### src/rtl/req_encoder_if.sv
// Request/grant bundle for req_encoder: request lines in, one binary code out over valid/ready.
// The slave modport is the encoder's view; the master modport is the requester/consumer side.
interface req_encoder_if #(
   parameter int N_REQ  = 4,
   parameter int CODE_W = 2
);
   logic [N_REQ-1:0]  req_in;
   logic [CODE_W-1:0] out_code;
   logic              out_valid;
   logic              out_ready;
   logic [N_REQ-1:0]  pending;

   modport slave (
      input  req_in,
      input  out_ready,
      output out_code,
      output out_valid,
      output pending
   );

   modport master (
      output req_in,
      output out_ready,
      input  out_code,
      input  out_valid,
      input  pending
   );
endinterface

### src/rtl/req_encoder.sv
// Sequential N-to-log2(N) encoder: sticky pending requests leave one code per handshake.
// Optional macro REQ_ENCODER_ROUND_ROBIN_EN swaps fixed priority for round-robin arbitration.
//
// state   | meaning
// --------+-----------------------------------------------
// IDLE    | nothing presented, waiting for a request
// PRESENT | out_code/out_valid held until the consumer accepts
module req_encoder #(
   parameter int N_REQ  = 4,
   parameter int CODE_W = 2
) (
   input logic           clk,
   input logic           rst,
   req_encoder_if.slave  bus
);

   typedef enum logic {IDLE, PRESENT} state_t;

   state_t            state, state_nx;
   logic [N_REQ-1:0]  pending_q, pending_nx, clr_mask;
   logic [CODE_W-1:0] code_q, code_nx, sel_code;
   logic              valid_q, valid_nx, accept;

`ifdef REQ_ENCODER_ROUND_ROBIN_EN
   logic [CODE_W-1:0] last_q, last_nx, ptr;

   // Scan downward from ptr-1 with wrap; the k=0 candidate is assigned last and so wins.
   function automatic logic [CODE_W-1:0] sel(input logic [N_REQ-1:0] c,
                                             input logic [CODE_W-1:0] p);
      logic [CODE_W-1:0] idx;
      sel = '0;
      for (int k = N_REQ - 1; k >= 0; k--) begin
         idx = p - CODE_W'(1) - CODE_W'(k);
         if (c[idx]) sel = idx;
      end
   endfunction
`else
   // Fixed priority: the highest set index overwrites lower ones.
   function automatic logic [CODE_W-1:0] sel(input logic [N_REQ-1:0] c);
      sel = '0;
      for (int i = 0; i < N_REQ; i++) begin
         if (c[i]) sel = CODE_W'(i);
      end
   endfunction
`endif

   always_comb begin
      accept     = valid_q & bus.out_ready;
      clr_mask   = accept ? (N_REQ'(1) << code_q) : '0;
      // In IDLE this equals pending|req_in since nothing is being cleared.
      pending_nx = (pending_q & ~clr_mask) | bus.req_in;
`ifdef REQ_ENCODER_ROUND_ROBIN_EN
      // The code being accepted becomes the pointer immediately so it ranks lowest next.
      ptr      = accept ? code_q : last_q;
      last_nx  = ptr;
      sel_code = sel(pending_nx, ptr);
`else
      sel_code = sel(pending_nx);
`endif
      state_nx = state;
      code_nx  = code_q;
      valid_nx = valid_q;
      case (state)
         IDLE: begin
            if (pending_nx != '0) begin
               code_nx  = sel_code;
               valid_nx = 1'b1;
               state_nx = PRESENT;
            end
         end
         PRESENT: begin
            if (accept) begin
               if (pending_nx != '0) begin
                  code_nx = sel_code;
               end else begin
                  valid_nx = 1'b0;
                  state_nx = IDLE;
               end
            end
         end
         default: begin
            valid_nx = 1'b0;
            state_nx = IDLE;
         end
      endcase
   end

   always_ff @(posedge clk or posedge rst) begin
      if (rst) begin
         state     <= IDLE;
         pending_q <= '0;
         code_q    <= '0;
         valid_q   <= 1'b0;
      end else begin
         state     <= state_nx;
         pending_q <= pending_nx;
         code_q    <= code_nx;
         valid_q   <= valid_nx;
      end
   end

`ifdef REQ_ENCODER_ROUND_ROBIN_EN
   always_ff @(posedge clk or posedge rst) begin
      if (rst) last_q <= '0;
      else     last_q <= last_nx;
   end
`endif

   assign bus.out_code  = code_q;
   assign bus.out_valid = valid_q;
   assign bus.pending   = pending_q;

endmodule

### src/flat_wrapper.sv
// flat-port wrapper written by rule: the top's interface ports become plain ports
module req_encoder_flat 
#(
   parameter int N_REQ  = 4,
   parameter int CODE_W = 2
)
  (clk, rst, bus_req_in, bus_out_ready, bus_out_code, bus_out_valid, bus_pending);
  req_encoder_if #(.N_REQ(N_REQ), .CODE_W(CODE_W)) bus_i ();
  input logic clk;
  input logic rst;
  input wire logic [$bits(bus_i.req_in)-1:0] bus_req_in;
  input wire logic [$bits(bus_i.out_ready)-1:0] bus_out_ready;
  output wire logic [$bits(bus_i.out_code)-1:0] bus_out_code;
  output wire logic [$bits(bus_i.out_valid)-1:0] bus_out_valid;
  output wire logic [$bits(bus_i.pending)-1:0] bus_pending;
  assign bus_i.req_in = bus_req_in;
  assign bus_i.out_ready = bus_out_ready;
  assign bus_out_code = bus_i.out_code;
  assign bus_out_valid = bus_i.out_valid;
  assign bus_pending = bus_i.pending;
  req_encoder #(.N_REQ(N_REQ), .CODE_W(CODE_W)) u_core (.clk(clk), .rst(rst), .bus(bus_i));
endmodule
### config.mk
export PLATFORM = sky130hd
export DESIGN_NAME = req_encoder_flat
export DESIGN_NICKNAME = d
export VERILOG_FILES = /design/src/rtl/req_encoder_if.sv /design/src/rtl/req_encoder.sv /design/src/flat_wrapper.sv
export SDC_FILE = /design/constraint.sdc
export NUM_CORES = 1
export LEC_CHECK = 0
export CORE_AREA = 2 2 39 41
export CTS_CLUSTER_DIAMETER = 100
export DETAILED_ROUTE_END_ITERATION = 12
export DIE_AREA = 0 0 41 43
export DONT_BUFFER_PORTS = 1
export GPL_TIMING_DRIVEN = 0
export PLACE_DENSITY_LB_ADDON = 0.1
export SLEW_MARGIN = 40
export SYNTH_ARGS = -nofsm -noshare
export SYNTH_HDL_FRONTEND = slang
export SYNTH_SLANG_ARGS = --single-unit
### constraint.sdc
create_clock -name clk -period 2 [get_ports clk]
set_clock_uncertainty 0.1 [all_clocks]
set_input_delay 0.4 -clock clk [delete_from_list [all_inputs] [get_ports clk]]
set_output_delay 0.4 -clock clk [all_outputs]
set_load 0.02 [all_outputs]
# Word-level counts from Yosys, hierarchy flattened

Cells that the tools add are included.
W data, S select, Z words.

Register bits: 8
Output and inout bits: 7
Bits of input ports: 7
Logic and storage cells: 29

Eq/ne operators: 3
Bitwise operators: 5
Mux-type cells: 14
Reductions and logical operators: 2
Shift operators: 1

Operators by type and width:

| operator              | number |
|---|---|
| $mux W2               | 4 |
| $mux W1               | 6 |
| $and A4 B4 Y4         | 1 |
| $mux W4               | 1 |
| $ne A2 B2 Y1 const B  | 2 |
| $not A4 Y4            | 1 |
| $or A4 B4 Y4          | 1 |
| $pmux W1 S2           | 2 |
| $pmux W2 S2           | 1 |
| $reduce_bool A4 Y1    | 1 |
| $shl A1 B2 Y4 const A | 1 |
| $reduce_and A3 Y1     | 1 |
| $ne A2 B1 Y1 const B  | 1 |
| $and A1 B1 Y1         | 1 |
| $not A1 Y1            | 1 |

# Longest topological paths before layout

Gate-level depths: netlist (run 1).

Depth in word-level cells: 11
Mapped depth: 5
Depth with buffers taken out: 5

# Worst setup path after synthesis (run 1)

No wires, ideal clock.

Path kind: register to register
Start point: register u_core.code_q[0], in the netlist u_core.bus.out_code[0]
End point: register u_core.valid_q, in the netlist u_core.bus.out_valid
Buffers on the path: 0
Arrival: 1,369 ps
Stages on the path, launching flop included: 6
Slack: 394 ps
Clock period less this slack: 1,606 ps
Setup time: 137 ps
Required time: 1,763 ps
Path through: dfrtp_1 > nand4b_1 > a21oi_2 > inv_2 > nor4_2 > a311oi_1

Word-level cells in the longest chain between the ends: 8
Elaborated cells on any way between the ends: 9
Those cells by class: eq/ne: 2; shift: 1; mux: 1; bitwise: 3; reduce/logical: 2

Ends and longest elaborated chain:

| element                                                              | RTL line                             | source |
|---|---|---|
| start: declaration                                                   | req_encoder.sv:21                    | `logic [CODE_W-1:0] code_q, code_nx, sel_code;` |
| start signal: assignment                                             | req_encoder.sv:97                    | `code_q <= code_nx;` |
| $shl A1 B2 Y4 (*)                                                    | req_encoder.sv:49                    | `clr_mask = accept ? (N_REQ'(1) << code_q) : '0;` |
| $mux W4 (*)                                                          | req_encoder.sv:49                    |  |
| $not A4 Y4 (*)                                                       | req_encoder.sv:51                    | `pending_nx = (pending_q & ~clr_mask) \| bus.req_in;` |
| $and A4 B4 Y4 (*)                                                    | req_encoder.sv:51                    |  |
| $or A4 B4 Y4 (*)                                                     | req_encoder.sv:51                    |  |
| via u_core.pending_nx[2]                                             | req_encoder.sv:20                    | `logic [N_REQ-1:0] pending_q, pending_nx, clr_mask;` |
| $reduce_bool A4 Y1 (*)                                               | req_encoder.sv:65, req_encoder.sv:73 |  |
| $ne A2 B2 Y1 (no source line) / $ne A2 B1 Y1 (equally long branches) | -                                    |  |
| $reduce_and A3 Y1 (no source line) (*)                               | -                                    |  |
| end signal: assignment                                               | req_encoder.sv:98                    | `valid_q <= valid_nx;` |
| end: declaration                                                     | req_encoder.sv:22                    | `logic valid_q, valid_nx, accept;` |

Mark *: on every way through the listed nets, which the timed path passes. The rest lies on a longest branch.
A chain may end at the register's enable or synchronous reset.

# Worst setup path after layout (run 1)

Same ends and word-level chain as after synthesis.

==> run_results.csv, run 1 <==
group,metric,value,unit
grt,first_global_vias,300,
synth,synth.cell_area,403,um^2
floorplanning,rows,14,
hold_path,min-delay-start,"bus_out_ready",
place,io_buffers,0,
setup_path,cp_max_fo,6,
routing,drt-initial-drc-count,2,
synth,synth_nets,42,
routing,num_vias,304,
cells_and_area,layout.nets,48,
place,placed_area,423,um^2
cells_and_area,n_antenna_cell,0,
cells_and_area,fin_area,455,um^2
clocking,postCtsSetupRepairBufs,0,
clocking,root_buffer,"clkbuf_4",
clocking,cts.sinks,8,
routing,top_layer_used,"met4",
setup_path,cp.required,2.02,ns
sta,fmax,563,MHz
routing,route.met2.wl,413,um
cells_and_area,drive_gt1_frac,0.205,
clocking,cts.htree.levels,1,
sta,finalSetupTns,0,ns
synth,synth_top_area_share,0.497,
power_and_ir_drop,peakVddDrop,0.000291,V
power_and_ir_drop,total_leakage_power,0.000168,uW
setup_path,reg2reg_depth,5,
routing,first_pass_iters,4,
sta,finalCritPeriodShare,0.888,
synth,synth_area_leaders,"dfrtp_1 50%, o2bb2ai_1 6.5%, nand4b_1 4.3%",
place,hpwl,715,um
sta,slew_violations,0,
sta,worst_pin_slew,0.387,ns
routing,wl_per_cell,16.4,um
setup_path,cp-start-kind,"flop",
sta,setup_violations,0,
setup_path,critPathKind,"flop to flop",
clocking,clk_latency,0.25,ns
floorplanning,die_w,41,um
routing,viasPerCell,5.53,
routing,wl_met3,91,um
synth,ys_seq_area_frac,0.497,
clocking,cts_tree,"built",
flow_run,cap_viol_max_count,0,
power_and_ir_drop,pwr_density_cell,774,mW/mm^2
floorplanning,start_util,0.291,
synth,syn_avg_cell_area,11.5,um^2
floorplanning,die_area,0.00176,mm^2
floorplanning,die_h,43,um
sta,post-route-min-period,1.78,ns
setup_path,crit_start,"u_core.bus.out_code[0]",
cells_and_area,area_delta_synth_final,13.0,%
sta,rsz0062_at_grt,"no",
synth,ys_ff_latch,8,
setup_path,r2r-start,"u_core.bus.out_code[0]",
sta,relSlewSlack,0.742,
routing,wl,902,um
grt,grt_max_degree,9,
synth,synthCells,35,
hold_path,hold_depth,1,
grt,grt_remaining_overflow,0,
routing,met1_length,389,um
place,gp_congestion,0.723,
floorplanning,core,0.00138,mm^2
grt,grt_pass1_wl,1320,um
clocking,numCtsBuffers,3,
floorplanning,ios,14,
grt,antenna_found_initial,0,
clocking,clk_pin_slew_worst_paths,0.05,ns
outcome,status,"finished, final reports clean",
setup_path,timing.critical_path.arrival,1.80,ns
routing,antenna_left,0,
grt,grt_usage,0.115,
synth,synth-warning-count,0,
setup_path,critPathCaptureType,"flop",
sta,final_hold_viol_count,0,
synth,yosysTopAreaCell,"dfrtp_1",
routing,drcViolationCount,0,
clocking,clk_path_buf_depth,2,
synth,synth.distinct_cells,21,
hold_path,hold_class,"primary input to flop",
-- per-layer routing --
metal / GRT usage / vias up
met3: 0.0366 / 2
li1: - / 145
met5: 0 / -
met2: 0.156 / 12
met4: 0.0800 / 0
met1: 0.149 / 145
-- registers in the layout (all words and copies together) (netlist names) --
signal	count
u_core.bus.out_valid	1
u_core.bus.out_code	2
u_core.bus.pending	4
u_core.state	1
-- synthesized netlist by cell type (all sizes together) --
cell,count
nor4,2
o2bb2ai,3
o21bai,1
nand2,3
dfrtp,8
o21ai,1
a311oi,1
nand4,1
o41ai,1
and2b,1
a21o,2
and2,1
nor2,1
and4bb,1
a21oi,2
nand4b,2
inv,3
a2111o,1
-- power breakdown --
group | switching (uW) | internal (uW)
combinational | 21.6 | 15.4
sequential | 24.0 | 171
clock | 51.9 | 68.5
-- worst max-delay path, cell delays in order (launching register included) --
cell and delay, ns:
dfrtp_1 0.50, nand4b_1 0.28, a21oi_2 0.22, inv_2 0.08
nor4_2 0.33, a311oi_1 0.13
-- placed cells by master (no fill, tap or decap), drive strengths merged, types with 2 or more instances in the layout --
master	Yosys	layout
nand2	3	3
nor4	2	2
inv	3	3
clkbuf	0	3
nand4b	2	2
a21o	2	2
o2bb2ai	3	3
a21oi	2	2
dfrtp	8	8
-- kinds of logic (layout without fill, tap and decap cells) --
family          Yosys count  in the layout  synth area share
buf+inv                   3              7            0.0279
flops                     8              8             0.497
compound gates           12             12             0.267
simple gates             12             12             0.208
-- per-stage QoR --
step	instances	power (uW)	hold WS (ns)	setup WS (ns)	utilization
after global placement	51	233	0.155	0.208	0.306
after floorplan	35	224	0.116	0.394	-
after detailed placement	51	234	0.160	0.205	0.306
final	55	353	0.150	0.223	0.329
after CTS	55	359	0.147	0.202	0.329
after global routing	55	370	0.158	0.105	0.329
-- cell type report --
class	count	area, um^2
fill	149	928
sequential	8	200
multi-input combinational	24	191
clock buffer	3	22.5
tap	16	20.0
inverter	3	11.3
timing repair buffer	1	10.0
-- what timing repair did --
item,in CTS,in global routing
endpoints found under the setup margin,0,0
gates resized for setup,0,0
hold buffers,1,0
hold endpoints to repair,8,0
-- final timing paths --
kind                                           to  slack, ns
setup / recovery             u_core.bus.out_valid       0.22
hold / removal               u_core.bus.out_valid       0.15
min in group asynchronous  u_core.bus.out_code[1]       0.44
hold reg to reg              u_core.bus.out_valid       0.40
setup reg to reg             u_core.bus.out_valid       0.22
max in group asynchronous   u_core.bus.pending[1]       1.12
No activity file was read; power rests on OpenSTA's default activity.
==> run 2: changes to the inputs <==
--- a/config.mk
+++ b/config.mk
@@ -12,6 +12,7 @@
 export DONT_BUFFER_PORTS = 1
 export GPL_TIMING_DRIVEN = 0
 export PLACE_DENSITY_LB_ADDON = 0.1
+export RECOVER_POWER = 100
 export SLEW_MARGIN = 40
 export SYNTH_ARGS = -nofsm -noshare
 export SYNTH_HDL_FRONTEND = slang
==> run_results.csv, run 2 (synthesis results as in run 1) <==
group,metric,value,unit
outcome,status,"finished, final reports clean",
routing,wl,901,um
clocking,clk_pin_slew_worst_paths,0.05,ns
place,io_buffers,0,
cells_and_area,n_antenna_cell,0,
power_and_ir_drop,clkPwrFrac,0.344,
routing,viasPerCell,5.58,
setup_path,r2r-start,"u_core.bus.out_code[0]",
hold_path,hold_class,"primary input to flop",
grt,first_global_vias,300,
cells_and_area,final_cell_mix,"8 x dfrtp_1, 3 x inv_1, 3 x nand2_1, 3 x o2bb2ai_1, 3 x clkbuf_4",
floorplanning,die_area,0.00176,mm^2
cells_and_area,area_delta_synth_final,10.2,%
cells_and_area,layout_commonest_cell,"dfrtp_1",
routing,wl_per_cell,16.4,um
place,gp_congestion,0.723,
sta,slew_violations,0,
cells_and_area,layout.nets,48,
routing,drt-initial-drc-count,3,
sta,final_hold_viol_count,0,
hold_path,min-delay-start,"bus_out_ready",
hold_path,hold_end,"u_core.bus.out_valid",
sta,rsz0062_at_grt,"no",
cells_and_area,drive_gt1_frac,0.128,
clocking,root_buffer,"clkbuf_4",
floorplanning,die_h,43,um
sta,fmax,558,MHz
setup_path,critPathKind,"flop to flop",
routing,drcViolationCount,0,
power_and_ir_drop,p_comb_frac,0.098,
sta,setup_violations,0,
power_and_ir_drop,pwr_density_cell,788,mW/mm^2
sta,post-route-min-period,1.79,ns
setup_path,cp.required,2.02,ns
clocking,cts.htree.levels,1,
setup_path,cp-start-kind,"flop",
sta,timing.hold.ws,0.150,ns
clocking,cts.sinks,8,
sta,finalSetupTns,0,ns
place,hpwl,715,um
routing,antenna_left,0,
power_and_ir_drop,total_leakage_power,0.000168,uW
hold_path,hold_depth,1,
setup_path,cp_max_fo,6,
setup_path,timing.critical_path.arrival,1.82,ns
floorplanning,start_util,0.291,
routing,first_pass_iters,4,
floorplanning,rows,14,
cells_and_area,fillers,153,
cells_and_area,seqCellArea,200,um^2
power_and_ir_drop,switching_share,0.274,
clocking,clk_path_buf_depth,2,
floorplanning,ios,14,
sta,worst_pin_slew,0.384,ns
cells_and_area,largest_reg_flops,4,
floorplanning,die_w,41,um
flow_run,cap_viol_max_count,0,
clocking,numCtsBuffers,3,
power_and_ir_drop,p_int,254,uW
sta,relSlewSlack,0.744,
grt,antenna_found_initial,0,
power_and_ir_drop,peakVddDrop,0.000290,V
grt,grt_pass1_wl,1320,um
clocking,clk_latency,0.25,ns
grt,grt_usage,0.115,
sta,finalCritPeriodShare,0.897,
setup_path,rr_endpoint,"u_core.bus.out_valid",
clocking,cts_tree,"built",
grt,grt_max_degree,9,
grt,grt_remaining_overflow,0,
power_and_ir_drop,p_switching,95.9,uW
routing,num_vias,307,
cells_and_area,multi_input_area,180,um^2
setup_path,ff2ff_setup_slack,0.21,ns
power_and_ir_drop,seq_power_share,0.558,
floorplanning,core,0.00138,mm^2
setup_path,reg2reg_depth,5,
setup_path,critPathCaptureType,"flop",
run 2: per-layer routing:
| metal | global-route usage | up-vias | wire (um) |
|---|---|---|---|
| met1 | 0.149 | 148 | 386 |
| met2 | 0.156 | 12 | 414 |
| met5 | 0 | - | 0 |
| li1 | - | 145 | - |
| met4 | 0.0800 | 0 | 8 |
| met3 | 0.0366 | 2 | 91 |
run 2: timing repair:
item | 4_1_cts | 5_1_grt
hold endpoints to repair | 8 | 0
hold buffers | 1 | 0
resized for setup | 0 | 0
setup buffers | 0 | 0
run 2: layout make-up:
cell class | count | share of cell area
well taps | 16 | 0.0451
inverters | 3 | 0.0254
multi-input cells | 24 | 0.406
repair buffers | 1 | 0.0225
clock buffers | 3 | 0.0507
flip-flops and latches | 8 | 0.451
run 2: how the worst max path moves through the flow:
stage	startpoint	end	cells past startpoint	slack, ns
after floorplan	u_core.bus.out_code[0]	u_core.bus.out_valid	5	0.39
after global placement	u_core.bus.out_valid	u_core.bus.out_valid	5	0.21
after detailed placement	u_core.bus.out_code[0]	u_core.bus.out_valid	5	0.21
after CTS	u_core.bus.out_code[0]	u_core.bus.out_valid	5	0.20
after global routing	u_core.bus.out_valid	u_core.bus.out_valid	5	0.08
final	u_core.bus.out_code[0]	u_core.bus.out_valid	5	0.21
run 2: worst max-delay path: stages (launching register included):
cell and delay [ns]:
dfrtp_1 0.50, nand4b_1 0.29, a21oi_2 0.20, inv_1 0.11
nor4_2 0.34, a311oi_1 0.13
run 2: power by group through the flow:
| stage | logic [uW] | clock network (uW) | registers [uW] |
|---|---|---|---|
| after floorplan | 29.7 | 0 | 194 |
| after global placement | 35.3 | 0 | 198 |
| after detailed placement | 36.1 | 0 | 198 |
| after CTS | 37.7 | 126 | 195 |
| after global routing | 38.5 | 132 | 197 |
| final | 34.4 | 120 | 195 |
run 2: through the flow:
| step | total power (uW) | instance area, um^2 | cells | util | worst slack [ns] |
|---|---|---|---|---|---|
| after detailed placement | 234 | 423 | 51 | 0.306 | 0.205 |
| after global placement | 233 | 423 | 51 | 0.306 | 0.208 |
| final | 350 | 444 | 55 | 0.321 | 0.207 |
| after floorplan | 224 | 403 | 35 | - | 0.394 |
| after CTS | 359 | 455 | 55 | 0.329 | 0.202 |
| after global routing | 367 | 444 | 55 | 0.321 | 0.0833 |
